<file path="config.mk">
export PLATFORM = sky130hd
export DESIGN_NAME = sweep_tracker
export DESIGN_NICKNAME = d
export VERILOG_FILES = /design/src/rtl/sweep_tracker.sv
export SDC_FILE = /design/constraint.sdc
export NUM_CORES = 1
export LEC_CHECK = 0
export ABC_CLOCK_PERIOD_IN_PS = 2200
export BUFFER_PORTS_ARGS = -buffer_cell sky130_fd_sc_hd__buf_2
export CAP_MARGIN = 10
export CORE_MARGIN = 3
export CORE_UTILIZATION = 30
export CTS_BUF_LIST = sky130_fd_sc_hd__clkbuf_8
export CTS_CLUSTER_DIAMETER = 200
export DETAILED_ROUTE_END_ITERATION = 16
export GPL_TIMING_DRIVEN = 0
export MAX_ROUTING_LAYER = met4
export PLACE_DENSITY = 0.46
export RECOVER_POWER = 100
export SYNTH_ARGS = -nofsm -noshare
export SYNTH_HDL_FRONTEND = slang
export SYNTH_SLANG_ARGS = --single-unit
</file>
<file path="constraint.sdc">
create_clock -name CLK -period 2.2 [get_ports CLK]
set_input_delay 0.33 -clock CLK [delete_from_list [all_inputs] [get_ports CLK]]
set_output_delay 0.33 -clock CLK [all_outputs]
set_load 0.02 [all_outputs]
</file>
<file path="src/rtl/sweep_tracker.sv">
// -----------------------------------------------------------------------------
// sweep_tracker
//
// Tracks a servo sweep and remembers where the brightest light sample was
// seen, then guides a return move back to that position.
//
// A sweep starts on a rising edge of HS or VS, which clears the position,
// the best sample and the DONE flag. During the sweep each STEP advances POS.
// Each valid LIGHT sample brighter than the best so far is captured together
// with the position it was taken at. After SWEEP_STEPS steps DONE sets and
// the sweep-incomplete flag drops. With MC high each STEP walks POS back
// down until it reaches MAX_POS.
//
// Build option:
//   SWEEP_TRACKER_HYST_EN - when defined, a new sample must beat the best
//                           value by more than HYST to be captured. The
//                           first valid sample of a sweep always captures.
//
// Parameters:
//   SWEEP_STEPS  step ticks in one full sweep (1..255)
//   HYST         capture hysteresis margin (used only with the macro above)
//
// Ports:
//   CLK        in   system clock, rising edge
//   RST_N      in   asynchronous active-low reset
//   HS, VS     in   horizontal / vertical sweep enables (HS wins if both set)
//   MC         in   return-to-max enable
//   CNT_RST    in   synchronous clear, active-high, overrides everything
//   STEP       in   single-cycle servo step tick
//   LIGHT      in   12-bit light sample, qualified by LIGHT_VLD
//   CNT_L      out  horizontal sweep incomplete (HS & ~DONE)
//   CNT_D      out  vertical sweep incomplete (VS & ~HS & ~DONE)
//   CNT_RU     out  return move incomplete (MC & POS != MAX_POS)
//   POS        out  current step position
//   MAX_POS    out  position of the best sample
//   MAX_VAL    out  best sample value
// -----------------------------------------------------------------------------
module sweep_tracker #(
  parameter int unsigned SWEEP_STEPS = 180,
  parameter int unsigned HYST        = 8
) (
  input  logic        CLK,
  input  logic        RST_N,
  input  logic        HS,
  input  logic        VS,
  input  logic        MC,
  input  logic        CNT_RST,
  input  logic        STEP,
  input  logic [11:0] LIGHT,
  input  logic        LIGHT_VLD,
  output logic        CNT_L,
  output logic        CNT_D,
  output logic        CNT_RU,
  output logic [7:0]  POS,
  output logic [7:0]  MAX_POS,
  output logic [11:0] MAX_VAL
);

  // Elaboration-time range guard on the configuration.
  if (SWEEP_STEPS < 1 || SWEEP_STEPS > 255 || HYST > 4095) begin : g_param_check
    $error("sweep_tracker: SWEEP_STEPS must be 1..255 and HYST at most 4095");
  end

  localparam logic [7:0] LAST_POS = 8'(SWEEP_STEPS - 1);

  logic        hs_q, hs_d;
  logic        vs_q, vs_d;
  logic        done_q, done_d;
  logic [7:0]  pos_q, pos_d;
  logic [7:0]  max_pos_q, max_pos_d;
  logic [11:0] max_val_q, max_val_d;

  logic vs_eff;     // VS with HS priority applied
  logic sweep_act;
  logic start;
  logic light_gt;

  assign vs_eff    = VS & ~HS;
  assign sweep_act = HS | vs_eff;
  // Edges are taken against the registered enables so a sweep start is seen
  // exactly once; HS dropping while VS stays high counts as a VS start.
  assign start     = (HS & ~hs_q) | (vs_eff & ~vs_q);

`ifdef SWEEP_TRACKER_HYST_EN
  logic        seen_q, seen_d;   // a sample has been captured this sweep
  logic [12:0] thresh;

  // 13-bit sum so MAX_VAL + HYST never wraps.
  assign thresh   = {1'b0, max_val_q} + 13'(HYST);
  assign light_gt = ~seen_q | ({1'b0, LIGHT} > thresh);
`else
  assign light_gt = LIGHT > max_val_q;
`endif

  always_comb begin
    hs_d      = HS;
    vs_d      = vs_eff;
    done_d    = done_q;
    pos_d     = pos_q;
    max_pos_d = max_pos_q;
    max_val_d = max_val_q;
`ifdef SWEEP_TRACKER_HYST_EN
    seen_d    = seen_q;
`endif
    if (CNT_RST) begin
      hs_d      = 1'b0;
      vs_d      = 1'b0;
      done_d    = 1'b0;
      pos_d     = '0;
      max_pos_d = '0;
      max_val_d = '0;
`ifdef SWEEP_TRACKER_HYST_EN
      seen_d    = 1'b0;
`endif
    end else if (start) begin
      // STEP and LIGHT_VLD in the start cycle are deliberately dropped.
      done_d    = 1'b0;
      pos_d     = '0;
      max_pos_d = '0;
      max_val_d = '0;
`ifdef SWEEP_TRACKER_HYST_EN
      seen_d    = 1'b0;
`endif
    end else if (sweep_act) begin
      if (!done_q) begin
        // Capture uses the pre-increment position; strict compare keeps
        // the earlier position on ties.
        if (LIGHT_VLD && light_gt) begin
          max_val_d = LIGHT;
          max_pos_d = pos_q;
`ifdef SWEEP_TRACKER_HYST_EN
          seen_d    = 1'b1;
`endif
        end
        if (STEP) begin
          pos_d = pos_q + 8'd1;
          if (pos_q == LAST_POS) begin
            done_d = 1'b1;
          end
        end
      end
    end else if (MC && STEP && (pos_q != max_pos_q)) begin
      pos_d = pos_q - 8'd1;
    end
  end

  always_ff @(posedge CLK or negedge RST_N) begin
    if (!RST_N) begin
      hs_q      <= 1'b0;
      vs_q      <= 1'b0;
      done_q    <= 1'b0;
      pos_q     <= '0;
      max_pos_q <= '0;
      max_val_q <= '0;
`ifdef SWEEP_TRACKER_HYST_EN
      seen_q    <= 1'b0;
`endif
    end else begin
      hs_q      <= hs_d;
      vs_q      <= vs_d;
      done_q    <= done_d;
      pos_q     <= pos_d;
      max_pos_q <= max_pos_d;
      max_val_q <= max_val_d;
`ifdef SWEEP_TRACKER_HYST_EN
      seen_q    <= seen_d;
`endif
    end
  end

  assign CNT_L   = HS & ~done_q;
  assign CNT_D   = vs_eff & ~done_q;
  assign CNT_RU  = MC & (pos_q != max_pos_q);
  assign POS     = pos_q;
  assign MAX_POS = max_pos_q;
  assign MAX_VAL = max_val_q;

endmodule

</file>
==> results of run 1 <==
## final timing paths
path                                   startpoint                      to  slack (ps)  cells after the start
max                                            HS      POS[7]$_DFFE_PN0P_          80                     11
min                                       CNT_RST          vs_q$_DFF_PN0_         270                      2
max reg2reg                    POS[1]$_DFFE_PN0P_      POS[7]$_DFFE_PN0P_         120                      7
max in group asynchronous                   RST_N      POS[1]$_DFFE_PN0P_         550                      1
min reg2reg                MAX_VAL[9]$_DFFE_PN0P_  MAX_VAL[9]$_DFFE_PN0P_         550                      2
min in group asynchronous                   RST_N  MAX_VAL[5]$_DFFE_PN0P_         520                      1
## routing by layer
metal,part of all wire [%],track usage [%],up-vias,wire length (µm)
met1,46,18.6,787,2280
met2,48,21.8,40,2370
met3,4.9,3.31,6,244
li1,-,-,834,-
met5,0,-,-,0
met4,1.4,4.25,0,71
## through the flow
step | area, µm² | power [mW]
after floorplan | 1960 | 0.862
after CTS | 2400 | 1.41
after global routing | 2380 | 1.48
after detailed placement | 2310 | 0.983
after global placement | 2310 | 0.982
final | 2380 | 1.38
## registers in the layout, summed over array words and instances, names as in the netlist
| name | flops |
|---|---|
| MAX_VAL | 12 |
| MAX_POS | 8 |
| POS | 8 |
| done_q | 1 |
| hs_q | 1 |
| vs_q | 1 |
## layout by cell type, fill, tap and decap left out, types with 2 or more instances in the layout
cell type / netlist / layout
clkbuf_1: 3 / 31
nor2_1: 29 / 29
dfrtp_1: 31 / 28
buf_2: 3 / 21
mux2i_1: 20 / 20
ha_1: 18 / 18
inv_1: 17 / 17
xor2_1: 11 / 11
nand2_1: 11 / 11
a21oi_1: 10 / 9
nor2b_1: 6 / 5
o21ai_0: 5 / 5
nor3_1: 5 / 5
o31ai_1: 5 / 5
clkbuf_8: 0 / 5
o211ai_1: 4 / 4
nand4_1: 4 / 4
dfrtp_2: 0 / 3
buf_4: 0 / 3
nor4_1: 2 / 2
clkbuf_2: 0 / 2
nand3_1: 2 / 2
nor4b_1: 2 / 2
## worst max-delay path: stages
cell,delay (ps)
buf_2,120
or2_1,220
buf_6,130
inv_6,60
ha_1,230
a21oi_2,170
o211ai_1,150
o41ai_2,300
xnor2_1,130
or4_1,400
o21ai_1,80
## layout make-up
cell class                 instances  area, µm²
multi-input combinational        150       1090
buffer                             7       42.5
clock buffer                       5       68.8
sequential                        31        779
clock inverter                     1       3.75
tap                               75       93.8
timing repair buffer              52        230
inverter                          17       68.8
fill                             660       3750
## cell families after synthesis
| logic type | synth area share [%] |
|---|---|
| buffers and inverters | 5.16 |
| AO/OA/AOI/OAI | 11.5 |
| AND/OR/NAND/NOR | 15.9 |
| flip-flops | 39.5 |
| adder cells (fa/ha/maj) | 12.5 |
| multiplexers | 10.2 |
| XOR/XNOR | 5.35 |
## power breakdown
| group | switching [mW] | internal, mW |
|---|---|---|
| sequential | 0.0351 | 0.595 |
| combinational | 0.207 | 0.136 |
| clock | 0.198 | 0.206 |
| total | 0.441 | 0.937 |
## timing repair
item | 4_1_cts | 5_1_grt
hold endpoints to repair | 0 | 0
resized for setup | 3 | 7
setup buffers | 2 | 0
endpoints found under the setup margin | 1 | 22
pin swaps | 5 | 1
==> metrics.txt, run 1 <==
status=complete, but fails checks; failing checks=max-capacitance violations, max-slew violations; gpl congestion=0.791; WS Path Type=primary input to flop; n_diodes=0; residual DRC count=0; Iter 0 DRT Violations=49; WL per Instance=between 10 and 15 µm; post-synthesis async set-or-reset flop share=100%; Max Cap Viol=1; # clock sinks=31; cell with the most instances after synthesis=dfrtp_1; Final Max Tran Viols=32; CTS tree=built; Core Area=between 6000 and 7000 µm²; largest net degree at the start of global routing=32; H-tree depth=2; Syn. warnings=0; number of flops mapped to enable cells by yosys=0; cts hold-fix bufs=0; largest area contributor in the netlist=dfrtp_1; die area=around 7600 µm²; worst slew pin tran=about 1800 ps; Final min period=2120 ps; chip width=about 87 µm; first-pass GRT wire length=approximately 8000 µm; Synth Cell Area=~2000 µm²; Max rail drop VDD=0.228 mV; Post-DP HPWL=roughly 3700 µm; Fmax achieved=between 400 and 500 MHz; final cycle utilization of the critical path=96.6%; max_slew headroom=-17.1%; synthesized netlist cell count=between 200 and 250; remaining antenna violation count after routing=0; Initial Util=between 30 and 40%; layout cells sized above 1=between 10% and 20%; critical path arrival=about 2300 ps; die height=86.9 µm; boundary pin count=51; Setup-failing EPs final=0; worst hold path class=primary input to flop; Startpoint Class=primary input; post-synth top area share=39.5%; syn_nets=244; most common library cells after synthesis=dfrtp_1, nor2_1, mux2i_1, ha_1, inv_1; endpoints failing hold=0; Finished Core Util=between 30% and 40%; Rows=28; CP Capture Type=flop; Num CTS Buffers=5; Most used DFF post-synth=dfrtp_1; vias in the first global route=around 1600; Via density=approximately 5; final WL=between 4000 and 5000 µm; port buffer count=50; placed instance count=330; worst-case clock buffer depth=2; RSZ-0062 raised after global routing=no; Yosys cell types=36; Layout Skew=around 4.7 ps; Leakage Power=between 1 and 1.5 nW; hold slack=between 200 and 300 ps; Fin Setup TNS=0 ps; clk root buf=clkbuf_8; drt first pass iters=4; flip-flop and latch count after synthesis=31; area growth from synthesis to layout=21.1%; GRT overflow=0; vias post-DR=around 1700; final std cells w/o fill=between 300 and 400; Area contributors post-synth=dfrtp_1, ha_1, mux2i_1; final setup margin=75.8 ps; worst-path fanout max=6; syn_area_per_cell=between 9 and 10 µm²; pre-CTS setup slack=-335 ps; worst skew pair latency=280 ps; GRT Overall Usage=between 10% and 20%; post-synthesis sequential area ratio=between 30 and 40%; Worst Path Required=2400 ps; clk slew on worst S/H paths=~60 ps; initial antenna violation count=0; Final nets=between 300 and 400; Power Dens Cells=579 nW/µm²
Note: power is estimated with default switching activity, not from simulation.
==> run 2, diff against run 1 <==
--- a/config.mk
+++ b/config.mk
@@ -7,10 +7,10 @@
 export LEC_CHECK = 0
 export ABC_CLOCK_PERIOD_IN_PS = 2200
 export BUFFER_PORTS_ARGS = -buffer_cell sky130_fd_sc_hd__buf_2
-export CAP_MARGIN = 10
+export CAP_MARGIN = 30
 export CORE_MARGIN = 3
 export CORE_UTILIZATION = 30
-export CTS_BUF_LIST = sky130_fd_sc_hd__clkbuf_8
+export CTS_BUF_LIST = sky130_fd_sc_hd__clkbuf_4
 export CTS_CLUSTER_DIAMETER = 200
 export DETAILED_ROUTE_END_ITERATION = 16
 export GPL_TIMING_DRIVEN = 0
==> run 2 against run 1 <==
  * The run still ends with max-capacitance violations, max-slew violations left
  * Die area did not move
  * Clock power shrank 23%
  * Total power decreased by 6.1%
  * Worst hold slack worse by 52 ps
  * Sequential share of layout area increased by 0.10 points
  * Combinational power up 2%
  * Maximum frequency shrank 1.3%
  * Critical path depth did not move
  * Via count down 1.4%
  * Wire length down 0.99%
  * Sequential power about the same
  * Clock skew is 3.3 ps higher
  * Critical path type unchanged
==> metrics.txt, run 2 (synthesized netlist as in run 1, its figures left out) <==
critical path's top delay family=compound AO/OA/AOI/OAI gates; area growth from synthesis to layout=20.6%; post-CTS sizing=0 (-3); area post-placement=2310 µm² (unchanged); Final Max Tran Viols=32 (unchanged); final cycle utilization of the critical path=97.9% (+1.3 points); vias post-DR=1644 (-1.4%); die area=7560 µm² (unchanged); Rows=28 (unchanged); Finished Core Util=38.6% (-0.18 points); max_slew headroom=-15.9% (+1.1 points); CTS tree=built; slowest CP cell=or4_1; worst-case clock buffer depth=2 (unchanged); GRT Overall Usage=14.1% (-0.10 points); Max rail drop VDD=0.202 mV (-12%); worst slew pin tran=1740 ps (-16.8 ps); placed instance count=330 (unchanged); final std cells w/o fill=336 (-0.59%); first-pass GRT wire length=8010 µm (-0.52%); WP buf/inv=3 (unchanged); clk slew on worst S/H paths=90 ps (+30 ps); top sig layer=met4; vias in the first global route=1572 (-0.32%); clk root buf=clkbuf_4; # clock sinks=31 (unchanged); Num CTS Buffers=5 (unchanged); setup bufs post-CTS=0 (-2); layout cells sized above 1=18.4% (+3.2 points); gpl congestion=0.791 (unchanged); Leakage Power=1.11 nW (+1.2%); Layout Cell Area excl Fill=2370 µm² (-0.47%); most frequent cells in the layout=buf_2, dfrtp_1, nor2_1, clkbuf_1, mux2i_1; residual DRC count=0 (unchanged); R2R setup slack=80 ps (-40 ps); boundary pin count=51 (unchanged); final setup margin=46.9 ps (-28.9 ps); met2 WL post-DR=2320 µm (-1.9%); Final min period=2150 ps (+28.9 ps); failing checks=max-capacitance violations, max-slew violations; Layout Skew=7.98 ps (+3.28 ps); final WL=4920 µm (-0.99%); Iter 0 DRT Violations=64 (+31%); Startpoint Class=primary input; cts hold-fix bufs=0 (unchanged); WS Path Type=primary input to flop; H-tree depth=2 (unchanged); n_diodes=0 (unchanged); worst path cell trace=buf_2 -> or2_1 -> buf_6 -> inv_6 -> ha_1 -> a21oi_2 -> o211ai_1 -> o41ai_2 -> xnor2_1 -> or4_1 -> o21ai_1; drt first pass iters=4 (unchanged); Max Cap Viol=1 (unchanged); Final nets=301 (-0.66%); Setup-failing EPs final=0 (unchanged); status=complete, but fails checks; Post-DP HPWL=3700 µm (unchanged); port buffer count=50 (unchanged); worst skew pair latency=320 ps (+40 ps); initial antenna violation count=0 (unchanged); most common cell after layout, fill and taps aside=buf_2; Via density=4.89 (-0.79%); pre-CTS setup slack=-335 ps (unchanged); remaining antenna violation count after routing=0 (unchanged); max FFs per register=12 (unchanged); Core Area=6130 µm² (unchanged); Fin Setup TNS=0 ps (unchanged); endpoints failing hold=0 (unchanged); Met3 Wirelength=230 µm (-5.7%); critical path arrival=2410 ps (+80 ps); WL per Instance=14.6 µm (-0.40%); RSZ-0062 raised after global routing=yes; largest net degree at the start of global routing=32 (unchanged); Initial Util=32.0% (unchanged); DRT met1 WL=2300 µm (+0.70%); Fmax achieved=464 MHz (-1.3%); chip width=86.9 µm (unchanged); crit-path max cell delay=390 ps (about the same); die height=86.9 µm (unchanged); Worst Path Required=2450 ps (+50 ps); worst-path fanout max=6 (unchanged); CP Capture Type=flop; GRT overflow=0 (unchanged); worst hold path class=primary input to flop; Power Dens Cells=546 nW/µm² (-5.7%)
-- run 2: cell types whose count changed in the layout (fill, tap and decap cells not counted), sizes merged --
cell    delta
clkbuf     -8
buf        +7
inv        -1
-- run 2: worst paths after layout --
path	cells past startpoint	endpoint	startpoint
setup / recovery	11	POS[7]$_DFFE_PN0P_	HS
hold / removal	2	vs_q$_DFF_PN0_	CNT_RST
setup reg to reg	7	POS[7]$_DFFE_PN0P_	POS[4]$_DFFE_PN0P_
hold reg to reg	2	MAX_VAL[9]$_DFFE_PN0P_	MAX_VAL[9]$_DFFE_PN0P_
max in group asynchronous	1	POS[1]$_DFFE_PN0P_	RST_N
min in group asynchronous	1	MAX_VAL[5]$_DFFE_PN0P_	RST_N
-- run 2: metrics by stage --
stage	power, mW	hold slack (ps)
2_1_floorplan	0.862	34.4
3_3_place_gp	0.982	441
3_5_place_dp	0.983	442
4_1_cts	1.31	73.9
5_1_grt	1.39	194
6_report	1.29	213
-- run 2: worst register-to-register path: stages, from the launching register on --
cell,delay [ps]
dfrtp_1,470
ha_1,380
nand3_1,110
o211ai_1,150
o41ai_2,360
xnor2_1,120
or4_1,390
o21ai_1,80
-- run 2: cell type report --
class                   instances  area (µm²)
plain buffers                   7        42.5
repair buffers                 50         224
inverters                      17        68.8
flip-flops and latches         31         778
well taps                      75        93.8
multi-input cells             150        1120
clock buffers                   6        45.0
fillers                       658        3760
-- run 2: per-layer routing --
layer  up-vias  GRT usage [%]
li1        827              -
met5         -              -
met4         0           4.25
met1       778           18.4
met2        34           21.7
met3         5           3.31
-- run 2: report_power, final --
part	switching, mW	leakage [nW]	internal, mW
clock network	0.187	0.0276	0.126
logic	0.208	0.663	0.142
registers	0.0362	0.424	0.593
total	0.431	1.11	0.862
